<file path="config.mk">
export PLATFORM = sky130hd
export DESIGN_NAME = nibble_serial_adder
export DESIGN_NICKNAME = d
export VERILOG_FILES = /design/src/rtl/nibble_serial_adder_pkg.sv /design/src/rtl/full_adder_4bit.sv /design/src/rtl/nibble_serial_adder.sv
export SDC_FILE = /design/constraint.sdc
export NUM_CORES = 1
export LEC_CHECK = 0
export ABC_CLOCK_PERIOD_IN_PS = 2000
export CORE_ASPECT_RATIO = 1.1
export CORE_UTILIZATION = 52
export CTS_BUF_LIST = sky130_fd_sc_hd__clkbuf_2
export CTS_CLUSTER_DIAMETER = 50
export CTS_CLUSTER_SIZE = 10
export DETAILED_ROUTE_END_ITERATION = 6
export PLACE_DENSITY = 0.9
export RECOVER_POWER = 50
export SYNTH_ARGS = -nofsm -noshare
export SYNTH_HDL_FRONTEND = slang
export SYNTH_SLANG_ARGS = --single-unit
</file>
<file path="constraint.sdc">
create_clock -name clk_i -period 2 [get_ports clk_i]
set_input_delay 0.6 -clock clk_i [delete_from_list [all_inputs] [get_ports clk_i]]
set_output_delay 0.6 -clock clk_i [all_outputs]
set_load 0.01 [all_outputs]
</file>
<file path="src/rtl/nibble_serial_adder_pkg.sv">
// Shared definitions for the nibble-serial wide adder.
package nibble_serial_adder_pkg;

  localparam int NIBBLE_W = 4;

  typedef enum logic [1:0] {
    IDLE = 2'd0,
    ADD  = 2'd1,
    DONE = 2'd2
  } state_t;

endpackage

</file>
<file path="src/rtl/full_adder_4bit.sv">
// Existing 4-bit adder stage: {C_o, S_o} = A_i + B_i + C_i.
module full_adder_4bit (
  input  logic [3:0] A_i,
  input  logic [3:0] B_i,
  input  logic       C_i,
  output logic [3:0] S_o,
  output logic       C_o
);

  // Widen to 5 bits so the carry-out falls out of the addition.
  assign {C_o, S_o} = {1'b0, A_i} + {1'b0, B_i} + {4'b0000, C_i};

endmodule

</file>
<file path="src/rtl/nibble_serial_adder.sv">
// Multi-cycle W-bit adder: reuses one 4-bit stage, one nibble per clock,
// LSB first, with the inter-nibble carry held in a register.
module nibble_serial_adder
  import nibble_serial_adder_pkg::*;
#(
  parameter int NIBBLES = 4
) (
  input  logic                        clk_i,
  input  logic                        rst_i,
  input  logic                        in_valid_i,
  output logic                        in_ready_o,
  input  logic [NIBBLE_W*NIBBLES-1:0] A_i,
  input  logic [NIBBLE_W*NIBBLES-1:0] B_i,
  input  logic                        C_i,
  output logic                        out_valid_o,
  input  logic                        out_ready_i,
  output logic [NIBBLE_W*NIBBLES-1:0] S_o,
  output logic                        C_o
);

  localparam int W     = NIBBLE_W * NIBBLES;
  localparam int CNT_W = $clog2(NIBBLES + 1);
  localparam logic [CNT_W-1:0] CNT_LAST = CNT_W'(NIBBLES - 1);

  state_t           state;
  logic [W-1:0]     a_sh;
  logic [W-1:0]     b_sh;
  logic             carry;
  logic [CNT_W-1:0] cnt;
  logic [3:0]       stage_s;
  logic             stage_c;
  logic [W-1:0]     s_next;

  full_adder_4bit u_stage (
    .A_i (a_sh[3:0]),
    .B_i (b_sh[3:0]),
    .C_i (carry),
    .S_o (stage_s),
    .C_o (stage_c)
  );

  // New stage sum enters at the top nibble; after NIBBLES shifts the first
  // (LSB) nibble has reached bits [3:0]. Shift form also covers NIBBLES = 1.
  always_comb begin
    s_next = (S_o >> NIBBLE_W) | (W'(stage_s) << (W - NIBBLE_W));
  end

  // Control FSM plus operand/accumulator datapath, all outputs registered.
  always_ff @(posedge clk_i) begin
    if (rst_i) begin
      state       <= IDLE;
      in_ready_o  <= 1'b1;
      out_valid_o <= 1'b0;
      S_o         <= '0;
      C_o         <= 1'b0;
      a_sh        <= '0;
      b_sh        <= '0;
      carry       <= 1'b0;
      cnt         <= '0;
    end else begin
      case (state)
        IDLE: begin
          if (in_valid_i) begin
            a_sh       <= A_i;
            b_sh       <= B_i;
            carry      <= C_i;
            cnt        <= '0;
            S_o        <= '0;
            in_ready_o <= 1'b0;
            state      <= ADD;
          end
        end
        ADD: begin
          S_o   <= s_next;
          carry <= stage_c;
          a_sh  <= a_sh >> NIBBLE_W;
          b_sh  <= b_sh >> NIBBLE_W;
          cnt   <= cnt + 1'b1;
          if (cnt == CNT_LAST) begin
            C_o         <= stage_c;
            out_valid_o <= 1'b1;
            state       <= DONE;
          end
        end
        DONE: begin
          if (out_ready_i) begin
            out_valid_o <= 1'b0;
            in_ready_o  <= 1'b1;
            state       <= IDLE;
          end
        end
        default: begin
          state       <= IDLE;
          in_ready_o  <= 1'b1;
          out_valid_o <= 1'b0;
        end
      endcase
    end
  end

endmodule

</file>
==> results.sh <==
export IMPL_status="finished clean"
export IMPL_crit_family="flip-flops"
export IMPL_start_util=0.553
export IMPL_cts_buffer_depth=2
export IMPL_worst_ep_required_time_ns=1.40
export IMPL_drt_pass1_iter_count=4
export IMPL_grt_pass1_vias=2219
export IMPL_syn_area_per_cell_um2=8.84
export IMPL_routed_wirelength_um=5860
export IMPL_synth_fp_nets=341
export IMPL_critPathMaxStageDelay_ns=0.39
export IMPL_num_vias=2350
export IMPL_cp_max_fo=3
export IMPL_insertion_delay_ns=0.48
export IMPL_critPathSlowestCell="dfxtp_1"
export IMPL_wire_per_inst_um=14.1
export IMPL_num_io_pins=56
export IMPL_fmax_mhz=568
export IMPL_antenna_left=0
export IMPL_die_height_um=76.5
export IMPL_dpl_cell_count=398
export IMPL_yosys_area_top_type="dfxtp_1"
export IMPL_relSlewSlack=0.648
export IMPL_ys_seq_elements=57
export IMPL_die_w_um=69.7
export IMPL_row_count=26
export IMPL_area_delta_synth_final_pct=27.1
export IMPL_ys_async_sr_fraction=0
export IMPL_clk_pin_slew_worst_paths_ns=0.15
export IMPL_vias_per_cell=5.65
export IMPL_insertedDiodeCount=0
export IMPL_tritoncts="built"
export IMPL_route_detailed_drc=0
export IMPL_io_buffer_count=55
export IMPL_synth_seq_area_share=0.435
export IMPL_setup_tns_ns=0
export IMPL_worstPathCellList="dlygate4sd2_1"
export IMPL_antenna_found_initial=0
export IMPL_crit_buf_inv=1
export IMPL_maxSlewViolCount=0
export IMPL_ys_top_cells_by_count="57 x dfxtp_1, 49 x nor2_1, 28 x a21oi_1"
export IMPL_clock_sinks=57
export IMPL_synth_area_top_cells="dfxtp_1 43%, or3b_1 8.0%, nor2_1 7.0%, a22oi_1 6.6%, nand2b_1 6.2%"
export IMPL_reg2reg_slack_ns=0.27
export IMPL_grt_pass1_wl_um=10100
export IMPL_hold_path_cell_count=2
export IMPL_finalHoldViolCount=0
export IMPL_clock_skew_ns=0.0160
export IMPL_synth_cell_types=35
export IMPL_hp_start="out_valid_o"
export IMPL_synthesis_area_um2=2630
export IMPL_hpwl_um=3970
export IMPL_grt_max_degree=31
export IMPL_synth_cells=297
export IMPL_synth_edf_count=0
export IMPL_layout_min_cycle_time_ns=1.76
export IMPL_reg2regPathDepth=6
export IMPL_nets=399
export IMPL_regToRegStartpoint="a_sh[0]"
export IMPL_cts_buffers=9
export IMPL_grt_total_usage=0.238
export IMPL_coreArea_um2=4750
export IMPL_hold_ws_ns=0.474
export IMPL_hold_end="out_valid_o"
export IMPL_power_density_nw_per_um2=671
export IMPL_final_cell_count_no_fill=416
export IMPL_cts_hold_buffers=0
export IMPL_n_fill_cell=379
export IMPL_cp_start_kind="flip-flop"
export IMPL_crit_arrival_ns=1.16
export IMPL_drt_iter0_drc=192
export IMPL_endpoint_kind="output pin"
export IMPL_yosysTopAreaCellShare=0.435
export IMPL_setup_worst_path_start="in_ready_o"
export IMPL_dieArea_um2=5340
export IMPL_gp_congestion=0.762
export IMPL_drive_gt1_frac=0.122
export IMPL_drv_cap=0
export IMPL_gr_total_overflow=0
export IMPL_synthFlopType="dfxtp_1"
export IMPL_fin_crit_sh=0.880
export IMPL_tightestPinTransition_ns=0.528
export IMPL_yosysMostFrequentCell="dfxtp_1"
export IMPL_rsz0062_at_grt="no"
export IMPL_worstSetupPathType="reg -> out"
export IMPL_ir_drop_v=0.000511
export IMPL_min_path_type="reg -> reg"
export IMPL_setup_viol=0
export IMPL_yosysWarnings=0
export IMPL_r2r_end="carry"
export IMPL_p_leak_nw=1.47
export IMPL_cts_htree_levels=3
export IMPL_clock_tree_root_cell="clkbuf_2"
cell usage in the layout, fill, tap and decap left out, types with 11 or more instances in the layout:
cell and count:
nor2_1 49, dfxtp_1 47, clkdlybuf4s50_1 35, a21oi_1 28, nand2b_1 26, or3b_1 24
nor3_1 23, a22oi_1 23, buf_4 13, clkbuf_2 12, dlygate4sd2_1 11
what timing repair did:
action / CTS / global route
setup buffers: 0 / 2
hold endpoints to repair: 0 / 0
cloned: 0 / 0
gates resized for setup: 22 / 8
endpoints found under the setup margin: 16 / 8
sequential cells by signal (all words and copies together), names as in the netlist:
signal	flops
C_o	1
state	2
in_ready_o	1
carry	1
a_sh	16
cnt	3
S_o	16
b_sh	16
out_valid_o	1
through the flow:
step | power (mW) | setup WS, ns | instance area (um2) | util
after floorplan | 1.53 | 0.489 | 2630 | -
after global placement | 1.68 | -0.00801 | 3250 | 0.684
after detailed placement | 1.70 | -0.0258 | 3250 | 0.684
after CTS | 2.25 | 0.000205 | 3330 | 0.700
after global routing | 2.35 | 0.175 | 3340 | 0.702
final | 2.24 | 0.239 | 3340 | 0.702
logic make-up (layout without fill, tap and decap cells):
| group | after synthesis | after routing | synth area share |
|---|---|---|---|
| xor gates and xnor gates | 1 | 1 | 0.00334 |
| AOI/OAI and AO/OA | 66 | 66 | 0.166 |
| buffers and inverters | 30 | 93 | 0.0624 |
| adders and majority gates | 7 | 7 | 0.0391 |
| muxes | 1 | 1 | 0.00381 |
| and+or+nand+nor | 135 | 135 | 0.290 |
| DFF | 57 | 57 | 0.435 |
area by class of cell:
class	instances	area [um2]	area share
Clock inverter	5	22.5	0.00675
Sequential cell	57	1150	0.346
Timing Repair Buffer	72	696	0.209
Tap cell	56	70.1	0.0210
Multi-Input combinational cell	210	1320	0.396
Clock buffer	11	55.1	0.0165
Inverter	5	18.8	0.00563
report_power, final:
group          internal, mW  total [mW]  switching, mW
combinational         0.220       0.420          0.199
sequential             1.21        1.24         0.0374
clock                 0.160       0.576          0.416
worst max path at each step:
stage / cells after the start / slack (ns) / to
3_5_place_dp: 5 / -0.03 / carry
4_1_cts: 1 / 0.0002 / S_o[7]
3_3_place_gp: 5 / -0.008 / b_sh[0]
5_1_grt: 5 / 0.17 / a_sh[8]
6_report: 1 / 0.24 / in_ready_o
2_1_floorplan: 6 / 0.49 / C_o
metal layers:
| layer | global-route usage | up-vias | part of all wire |
|---|---|---|---|
| li1 | - | 1152 | - |
| met1 | 0.276 | 1109 | 0.42 |
| met2 | 0.405 | 75 | 0.52 |
| met3 | 0.0542 | 14 | 0.043 |
| met4 | 0.130 | 0 | 0.021 |
| met5 | 0 | - | 0 |
No activity file was read; power rests on OpenSTA's default activity.
